## src/rtl/row_request_gen_mc_if.sv

```systemverilog
// rtl/row_request_gen_mc_if.sv - row-request AXI-Stream transmit interface
interface row_request_gen_mc_if #(
    parameter int TDATA_W = 256
);
    logic [TDATA_W-1:0] AXIS_TX_TDATA;
    logic               AXIS_TX_TVALID;
    logic               AXIS_TX_TLAST;
    logic               AXIS_TX_TREADY;

    modport master (
        output AXIS_TX_TDATA,
        output AXIS_TX_TVALID,
        output AXIS_TX_TLAST,
        input  AXIS_TX_TREADY
    );

    modport slave (
        input  AXIS_TX_TDATA,
        input  AXIS_TX_TVALID,
        input  AXIS_TX_TLAST,
        output AXIS_TX_TREADY
    );
endinterface

```

## src/rtl/row_request_gen_mc.sv

```systemverilog
// rtl/row_request_gen_mc.sv - throttled row-request packet generator with abort and completion drain
module row_request_gen_mc #(
    parameter int          TDATA_W         = 256,
    parameter int          CNT_W           = 64,
    parameter int          MAX_OUTSTANDING = 16,
    parameter logic [7:0]  PKT_TYPE        = 8'h00,
    parameter int          ROW_REQ_OFFS    = 8
) (
    input  logic             clk,
    input  logic             reset,
    input  logic [CNT_W-1:0] cfg_count,
    input  logic [31:0]      cfg_base_row,
    input  logic [15:0]      cfg_stride,
    input  logic             cfg_continuous,
    input  logic             start,
    input  logic             abort,
    input  logic             row_complete_in,
    output logic             active,
    output logic             done,
    output logic             overflow_err,
    output logic [CNT_W-1:0] requests_sent,
    output logic [CNT_W-1:0] requests_completed,
    row_request_gen_mc_if.master axis_tx
);
    localparam int               OUT_W   = $clog2(MAX_OUTSTANDING + 1);
    localparam logic [OUT_W-1:0] MAX_OUT = OUT_W'(MAX_OUTSTANDING);

    typedef enum logic [1:0] {IDLE, SEND, DRAIN, FINISH} state_t;

    state_t             state;
    logic [CNT_W-1:0]   cnt_r;
    logic [CNT_W-1:0]   pass_idx;
    logic [31:0]        base_r;
    logic [31:0]        row_r;
    logic [15:0]        stride_r;
    logic               cont_r;
    logic               abort_pending;
    logic [OUT_W-1:0]   outstanding;
    logic [OUT_W-1:0]   out_next;
    logic [TDATA_W-1:0] tdata;
    logic               tvalid;
    logic               hs;
    logic               cmp_ok;
    logic               pass_last;
    logic [31:0]        row_adv;

    function automatic logic [TDATA_W-1:0] pack_row(input logic [31:0] row);
        logic [TDATA_W-1:0] d;
        d                      = '0;
        d[7:0]                 = PKT_TYPE;
        d[ROW_REQ_OFFS +: 32]  = row;
        return d;
    endfunction

    assign hs        = tvalid && axis_tx.AXIS_TX_TREADY;
    assign cmp_ok    = row_complete_in && (state != IDLE) && (outstanding != '0);
    assign pass_last = (pass_idx == cnt_r - CNT_W'(1));
    assign row_adv   = row_r + {16'b0, stride_r};

    // A handshake and a completion in the same cycle cancel out.
    always_comb begin
        out_next = outstanding;
        if (hs && !cmp_ok)
            out_next = outstanding + OUT_W'(1);
        else if (!hs && cmp_ok)
            out_next = outstanding - OUT_W'(1);
    end

    always_ff @(posedge clk or posedge reset) begin
        if (reset) begin
            state              <= IDLE;
            cnt_r              <= '0;
            pass_idx           <= '0;
            base_r             <= '0;
            row_r              <= '0;
            stride_r           <= '0;
            cont_r             <= 1'b0;
            abort_pending      <= 1'b0;
            outstanding        <= '0;
            tdata              <= '0;
            tvalid             <= 1'b0;
            done               <= 1'b0;
            overflow_err       <= 1'b0;
            requests_sent      <= '0;
            requests_completed <= '0;
        end else begin
            done        <= 1'b0;
            outstanding <= out_next;
            if (cmp_ok)
                requests_completed <= requests_completed + CNT_W'(1);
            if (row_complete_in && outstanding == '0)
                overflow_err <= 1'b1;

            case (state)
                IDLE: begin
                    if (start) begin
                        cnt_r              <= cfg_count;
                        base_r             <= cfg_base_row;
                        stride_r           <= cfg_stride;
                        cont_r             <= cfg_continuous;
                        row_r              <= cfg_base_row;
                        pass_idx           <= '0;
                        tdata              <= pack_row(cfg_base_row);
                        abort_pending      <= 1'b0;
                        requests_sent      <= '0;
                        requests_completed <= '0;
                        overflow_err       <= row_complete_in;
                        if (cfg_count == '0) begin
                            state <= DRAIN;
                        end else begin
                            state  <= SEND;
                            tvalid <= 1'b1;
                        end
                    end
                end
                SEND: begin
                    if (hs) begin
                        requests_sent <= requests_sent + CNT_W'(1);
                        if ((pass_last && !cont_r) || abort || abort_pending) begin
                            state         <= DRAIN;
                            tvalid        <= 1'b0;
                            abort_pending <= 1'b0;
                        end else begin
                            if (pass_last) begin
                                row_r    <= base_r;
                                pass_idx <= '0;
                                tdata    <= pack_row(base_r);
                            end else begin
                                row_r    <= row_adv;
                                pass_idx <= pass_idx + CNT_W'(1);
                                tdata    <= pack_row(row_adv);
                            end
                            tvalid <= (out_next < MAX_OUT);
                        end
                    end else if (tvalid) begin
                        // Beat is committed; abort must wait for its handshake.
                        if (abort)
                            abort_pending <= 1'b1;
                    end else if (abort) begin
                        state <= DRAIN;
                    end else begin
                        tvalid <= (out_next < MAX_OUT);
                    end
                end
                DRAIN: begin
                    tvalid <= 1'b0;
                    if (out_next == '0) begin
                        state <= FINISH;
                        done  <= 1'b1;
                    end
                end
                FINISH: begin
                    state <= IDLE;
                end
                default: state <= IDLE;
            endcase
        end
    end

    assign active                 = (state != IDLE);
    assign axis_tx.AXIS_TX_TDATA  = tdata;
    assign axis_tx.AXIS_TX_TVALID = tvalid;
    assign axis_tx.AXIS_TX_TLAST  = 1'b1;
endmodule

```

## src/flat_wrapper.sv

```systemverilog
// flat-port wrapper written by rule: the top's interface ports become plain ports
module row_request_gen_mc_flat 
#(
    parameter int          TDATA_W         = 256,
    parameter int          CNT_W           = 64,
    parameter int          MAX_OUTSTANDING = 16,
    parameter logic [7:0]  PKT_TYPE        = 8'h00,
    parameter int          ROW_REQ_OFFS    = 8
)
  (clk, reset, cfg_count, cfg_base_row, cfg_stride, cfg_continuous, start, abort, row_complete_in, active, done, overflow_err, requests_sent, requests_completed, axis_tx_AXIS_TX_TDATA, axis_tx_AXIS_TX_TVALID, axis_tx_AXIS_TX_TLAST, axis_tx_AXIS_TX_TREADY);
  row_request_gen_mc_if #(.TDATA_W(TDATA_W)) axis_tx_i ();
  input  logic clk;
  input  logic reset;
  input  logic [CNT_W-1:0] cfg_count;
  input  logic [31:0] cfg_base_row;
  input  logic [15:0] cfg_stride;
  input  logic cfg_continuous;
  input  logic start;
  input  logic abort;
  input  logic row_complete_in;
  output logic active;
  output logic done;
  output logic overflow_err;
  output logic [CNT_W-1:0] requests_sent;
  output logic [CNT_W-1:0] requests_completed;
  output wire logic [$bits(axis_tx_i.AXIS_TX_TDATA)-1:0] axis_tx_AXIS_TX_TDATA;
  output wire logic [$bits(axis_tx_i.AXIS_TX_TVALID)-1:0] axis_tx_AXIS_TX_TVALID;
  output wire logic [$bits(axis_tx_i.AXIS_TX_TLAST)-1:0] axis_tx_AXIS_TX_TLAST;
  input wire logic [$bits(axis_tx_i.AXIS_TX_TREADY)-1:0] axis_tx_AXIS_TX_TREADY;
  assign axis_tx_AXIS_TX_TDATA = axis_tx_i.AXIS_TX_TDATA;
  assign axis_tx_AXIS_TX_TVALID = axis_tx_i.AXIS_TX_TVALID;
  assign axis_tx_AXIS_TX_TLAST = axis_tx_i.AXIS_TX_TLAST;
  assign axis_tx_i.AXIS_TX_TREADY = axis_tx_AXIS_TX_TREADY;
  row_request_gen_mc #(.TDATA_W(TDATA_W), .CNT_W(CNT_W), .MAX_OUTSTANDING(MAX_OUTSTANDING), .PKT_TYPE(PKT_TYPE), .ROW_REQ_OFFS(ROW_REQ_OFFS)) u_core (.clk(clk), .reset(reset), .cfg_count(cfg_count), .cfg_base_row(cfg_base_row), .cfg_stride(cfg_stride), .cfg_continuous(cfg_continuous), .start(start), .abort(abort), .row_complete_in(row_complete_in), .active(active), .done(done), .overflow_err(overflow_err), .requests_sent(requests_sent), .requests_completed(requests_completed), .axis_tx(axis_tx_i));
endmodule
```

## config.mk

```make
export PLATFORM = sky130hd
export DESIGN_NAME = row_request_gen_mc_flat
export DESIGN_NICKNAME = d
export VERILOG_FILES = /design/src/rtl/row_request_gen_mc_if.sv /design/src/rtl/row_request_gen_mc.sv /design/src/flat_wrapper.sv
export SDC_FILE = /design/constraint.sdc
export NUM_CORES = 1
export LEC_CHECK = 0
export BUFFER_PORTS_ARGS = -buffer_cell sky130_fd_sc_hd__buf_4
export CAP_MARGIN = 0
export CELL_PAD_IN_SITES_DETAIL_PLACEMENT = 1
export CELL_PAD_IN_SITES_GLOBAL_PLACEMENT = 2
export CORE_MARGIN = 2
export CORE_UTILIZATION = 32
export CTS_CLUSTER_DIAMETER = 100
export DETAILED_ROUTE_END_ITERATION = 10
export GPL_TIMING_DRIVEN = 0
export PLACE_DENSITY_LB_ADDON = 0.15
export RECOVER_POWER = 25
export SLEW_MARGIN = 20
export SYNTH_ARGS = -nofsm -noshare
export SYNTH_HDL_FRONTEND = slang
export SYNTH_SLANG_ARGS = --single-unit
```

## constraint.sdc

```tcl
create_clock -name clk -period 16.6 [get_ports clk]
set_input_delay 3.32 -clock clk [delete_from_list [all_inputs] [get_ports clk]]
set_output_delay 3.32 -clock clk [all_outputs]
set_load 0.02 [all_outputs]
```

==> impl_metrics.toml, run 1 <==
[critical_path]
cpMaxStageDelayCell = "clkbuf_1"
worstPathArrival_ps = 8100
max_stage_delay_ps = 3310
crit_buf_inv = 3
path_cells = "clkbuf_4 > clkinvlp_2 > clkbuf_1"
critPathLaunchType = "input port"
worstPathRequired_ps = 16170
path_max_fanout = 79
crit_type = "in -> async"
crit_family = "buffers and inverters"
cp-end-kind = "async pin"

[drt]
vias = 20008
wl_um = 78500
first_pass_iters = 5
drc = 0
wl_per_cell_um = 19.4
viasPerCell = 4.94
first_iter_violations = 852
ant_nets = 0

[power]
vdd_ir_drop_max_mv = 0.0769
power.density_nw_per_um2 = 147
p_leak_uw = 0.0132
finalPower_uw = 4010

[placement]
place_congestion = 0.875
numPortBuffers = 282
pre_cts_ws_ps = 9300
dp_hpwl_um = 60900
placed_area_um2 = 25900

[yosys]
yosysTopAreaCell = "dfrtp_1"
synth_flop_cell = "dfrtp_1"
synth-edff-count = 0
ys_ff_latch = 348
yosysWarnings = 0
synth.yosys.seq_area_share = 0.400
async_reset_ff_frac = 1.00
synth_cells = 2588
synth_area_per_cell_um2 = 8.40
ys_top_cells_by_area = "dfrtp_1, nand2_1, buf_4"
ys_types = 78
yosysTopAreaCellShare = 0.400
netlist_area_um2 = 21700

[timing]
finalCriticalPeriod_ps = 8540
period_share = 0.514
setup_viol = 0
max_freq_ghz = 0.117
setup_slack_ps = 8060
skew_ps = 19.4
whs_ps = 472
hold_viol = 0
rsz0062_at_grt = "no"
worst_slew_pin_slew_ps = 4710
slew_headroom = -2.14
drv_slew = 260

[cts]
clk_path_buf_depth = 3
cts_setup_buffers = 0
clock_sinks = 348
cts_tree = "built"
root_buffer = "clkbuf_16"
holdBufCountCts = 0
cts-buffers-inserted = 45
clk_latency_ps = 590
cts_resized = 0
htreeDepth = 2
clk_pin_slew_ps = 60

[global_route]
grt_pass1_wl_um = 122000
grt_antenna_before_repair = 5
grt_pass1_vias = 21105
grt.total_usage = 0.220
grt-ovfl-total = 0
grt_max_degree = 96

[run_status]
violations = "capacitance limit, slew limit"
status = "finished with violations"

[floorplan]
start_util = 0.323
fp.dieArea_um2 = 70100
ioPinCount = 508
die_y_um = 265
rows = 95
core-area_um2 = 67300
die_w_um = 265

[layout]
layout_commonest_cell = "nand2_1"
final_nets = 3290
area_delta_synth_final_pct = 25.7
fillers = 8136
layout-drive-gt1-share = 0.204
final_cell_mix = "nand2_1, buf_4, dfrtp_1"
post-route-cell-area_um2 = 27300

[hold_path]
hp-class = "reg -> reg"

[flow_run]
cap_viol_max_count = 4
tightest hold or removal path, cell delays in order (launching register included):
cell,delay (ps)
dfrtp_1,340
nand2_1,50
nand2_1,50
flip-flops by register name, summed over array words and instances (netlist names):
| name | cells |
|---|---|
| u_core.cont_r | 1 |
| u_core.stride_r | 16 |
| u_core.pass_idx | 64 |
| u_core.done | 1 |
| u_core.outstanding | 5 |
| u_core.axis_tx.AXIS_TX_TVALID | 1 |
| u_core.base_r | 32 |
| u_core.requests_sent | 64 |
| u_core.axis_tx.AXIS_TX_TDATA | 32 |
| u_core.state | 2 |
| u_core.requests_completed | 64 |
| u_core.cnt_r | 64 |
| u_core.overflow_err | 1 |
| u_core.abort_pending | 1 |
through the flow:
step	TNS, ps	util	std cells
after CTS	0	0.407	4050
after global placement	-403870	0.383	3966
after detailed placement	0	0.385	3970
after global routing	0	0.406	4051
final	0	0.406	4052
after floorplan	0	-	2811
synth_stat cells (11+ instances only):
cell type,count
or3_1,38
mux2i_1,28
clkbuf_1,82
nor3_1,47
o31ai_1,22
nor2b_1,14
xnor2_1,101
nor2_1,222
a21o_1,18
xor2_1,136
a21oi_1,79
a31oi_1,16
and2_1,13
o21ai_1,18
inv_1,40
and3_1,60
or2_2,11
mux2_2,16
and4_1,16
or4_1,14
nand2_1,522
buf_2,16
nand4_1,63
nand2b_1,11
dfrtp_1,348
o21ai_0,124
o211ai_1,17
nand3_1,82
ha_1,26
buf_4,229
nor4_1,50
power by group:
| part | internal, uW | total [uW] | switching (uW) | leakage [uW] |
|---|---|---|---|---|
| Sequential | 1040 | 1270 | 224 | 0.00459 |
| Combinational | 646 | 1750 | 1110 | 0.00789 |
| Clock | 595 | 994 | 399 | 0.000729 |
| Total | 2280 | 4010 | 1730 | 0.0132 |
final timing paths:
path	from	to	slack, ps	depth (start not counted)
max	reset	u_core.pass_idx[54]	8060	3
min	u_core.base_r[16]	u_core.base_r[16]	470	2
max reg2reg	u_core.cnt_r[0]	u_core.pass_idx[51]	10210	19
min reg2reg	u_core.base_r[16]	u_core.base_r[16]	470	2
max in group clk	axis_tx_AXIS_TX_TREADY	u_core.requests_sent[63]	9870	10
min in group asynchronous	reset	u_core.cnt_r[3]	3280	2
per-layer routing:
metal	track usage	wire, um	vias up
li1	-	-	9513
met3	0.0267	3010	116
met1	0.276	33400	9991
met4	0.0756	2590	4
met5	0	22	-
met2	0.390	39400	384
kinds of logic after synthesis:
group | Yosys count | share of synthesized area
simple gates | 1202 | 0.261
fa+ha+maj | 27 | 0.0159
flops | 348 | 0.400
mux | 44 | 0.0212
xor+xnor | 237 | 0.0955
buf+inv | 378 | 0.107
compound gates | 350 | 0.0980
other cells | 2 | 0.000345
final cells by class:
class	instances	area, um^2	area share
repair buffers	286	2160	0.0789
inverters	40	151	0.00554
clock inverters	11	156	0.00572
flip-flops and latches	348	8710	0.319
plain buffers	338	2190	0.0800
clock buffers	69	1330	0.0485
well taps	873	1090	0.0400
diodes	2	5.00	0.000183
multi-input cells	2085	11500	0.423
No activity file was read; power rests on OpenSTA's default activity.
==> run 2: changes to the inputs <==
==> constraint.sdc (replaced) <==
create_clock -name clk -period 8.9 [get_ports clk]
set_input_delay 1.78 -clock clk [delete_from_list [all_inputs] [get_ports clk]]
set_output_delay 1.78 -clock clk [all_outputs]
set_load 0.02 [all_outputs]
==> run 2 against run 1 <==
Against the previous run:
- clock skew is 3.5 ps higher
- critical endpoint is now u_core.pass_idx[51]
- sequential power is 86% higher
- clock power rose by 86%
- sequential share of layout area decreased by 0.093 points
- die area did not move
- the flow still finishes with violations (capacitance limit, slew limit)
- register-to-register slack worse by 7800 ps
- combinational power rose by 87%
- final area is 0.29% higher
- total power rose by 86%
==> impl_metrics.toml, run 2 (same netlist as run 1, synthesis figures left out) <==
[run_status]
status = "finished with violations"
violations = "capacitance limit, slew limit"

[floorplan]
core-area_um2 = 67300
start_util = 0.323
die_w_um = 265
ioPinCount = 508
die_y_um = 265
fp.dieArea_um2 = 70100
rows = 95

[power]
power.clock.fraction = 0.247
power.internal_uw = 4240
power_frac_comb = 0.438
p_sw_uw = 3230
power.density_nw_per_um2 = 273
vdd_ir_drop_max_mv = 0.177
p_leak_uw = 0.0132
p_seq_frac = 0.315
power.share.switching = 0.433

[cts]
htreeDepth = 2
cts_resized = 0
cts_tree = "built"
holdBufCountCts = 0
clk_path_buf_depth = 3
cts-buffers-inserted = 45
cts_setup_buffers = 0
clk_latency_ps = 590
clk_pin_slew_ps = 60
clock_sinks = 348
root_buffer = "clkbuf_16"

[timing]
hold_viol = 0
rsz0062_at_grt = "no"
final.setup.tns_ps = 0
worst_slew_pin_slew_ps = 1870
max_freq_ghz = 0.155
skew_ps = 22.8
slew_headroom = -0.250
setup_slack_ps = 2440
setup_viol = 0
drv_slew = 180
finalCriticalPeriod_ps = 6460
period_share = 0.726

[layout]
antennaDiodeCount = 0
multiInputGateArea_um2 = 11500
final_nets = 3299
post-route-util = 0.407
layout-drive-gt1-share = 0.207
post-route-cell-area_um2 = 27400
layout_commonest_cell = "nand2_1"
fillers = 8099
ff_latch_area_um2 = 8710
area_delta_synth_final_pct = 26.1
final_cell_mix = "nand2_1, buf_4, dfrtp_1"

[global_route]
use_met3 = 0.0259
grtUsageMet2 = 0.388
grt-ovfl-total = 0
grt_antenna_before_repair = 1
grt_pass1_vias = 20795
grt_max_degree = 34
met1_usage = 0.278
grt.total_usage = 0.218
grt_pass1_wl_um = 121000
grt-busiest-layer = "met2"

[critical_path]
reg2reg_depth = 19
worstPathArrival_ps = 6930
critPathLaunchType = "register"
crit_type = "reg -> reg"
cp-end-kind = "register"
path_max_fanout = 10
worstPathRequired_ps = 9370

[drt]
first_iter_violations = 896
vias = 19962
first_pass_iters = 4
viasPerCell = 4.92
ant_nets = 0
drc = 0
wl_per_cell_um = 19.3
wl_um = 78200

[placement]
numPortBuffers = 282
place_congestion = 0.889
dp_hpwl_um = 61200
pre_cts_ws_ps = 2580
placed_area_um2 = 26100

[hold_path]
hp-class = "reg -> reg"
min_path_cells = 2

[flow_run]
cap_viol_max_count = 6
## run 2: cell count changes in the layout (fill, tap and decap cells not counted), sizes merged
cell      change
bufinv        -1
inv           +1
buf           +3
clkinvlp      +4
diode         -2
clkinv        +2
## run 2: final cells by class
| cell class | count | area share |
|---|---|---|
| plain buffers | 338 | 0.0797 |
| clock buffers | 63 | 0.0479 |
| clock inverters | 17 | 0.00653 |
| inverters | 40 | 0.00552 |
| multi-input cells | 2085 | 0.421 |
| flip-flops and latches | 348 | 0.318 |
| well taps | 873 | 0.0398 |
| repair buffers | 295 | 0.0814 |
## run 2: metrics by stage
step	instances	hold WS, ps	power [uW]
detailed placement	3979	466	5650
global route	4059	504	7990
floorplan	2811	440	4490
global placement	3966	453	5540
finish	4059	474	7470
CTS	4059	482	7540
## run 2: path summary, 6_finish.rpt
check,startpoint,endpoint,slack (ps)
setup / recovery,u_core.cnt_r[0],u_core.pass_idx[51],2440
hold / removal,u_core.base_r[18],u_core.base_r[18],470
setup reg to reg,u_core.cnt_r[0],u_core.pass_idx[51],2440
hold reg to reg,u_core.base_r[18],u_core.base_r[18],470
max in group asynchronous,reset,u_core.cnt_r[53],3520
min in group asynchronous,reset,u_core.cnt_r[3],1080
## run 2: power by group through the flow
stage	Clock, uW	Combinational, uW	Sequential, uW
5_1_grt	1960	3610	2410
6_report	1850	3270	2360
3_5_place_dp	0	3270	2380
4_1_cts	1900	3290	2360
2_1_floorplan	0	2150	2340
3_3_place_gp	0	3170	2370
## run 2: layer usage
metal / part of all wire / wire length, um
met5: 0.00017 / 13
met4: 0.028 / 2170
met3: 0.033 / 2560
met2: 0.51 / 39500
met1: 0.43 / 34000
## run 2: critical path, cell delays in order (launching register included)
cell	delay (ps)
dfrtp_1	440
inv_1	100
ha_1	140
clkbuf_1	270
or3b_2	470
clkbuf_1	250
nor4_1	930
and4_1	320
clkbuf_1	400
and3_1	230
a31oi_1	150
nand4b_1	220
or4_1	470
nor4_4	570
nand2b_1	240
buf_4	240
nor2_1	230
clkbuf_1	390
nand3b_1	200
nand2_1	70
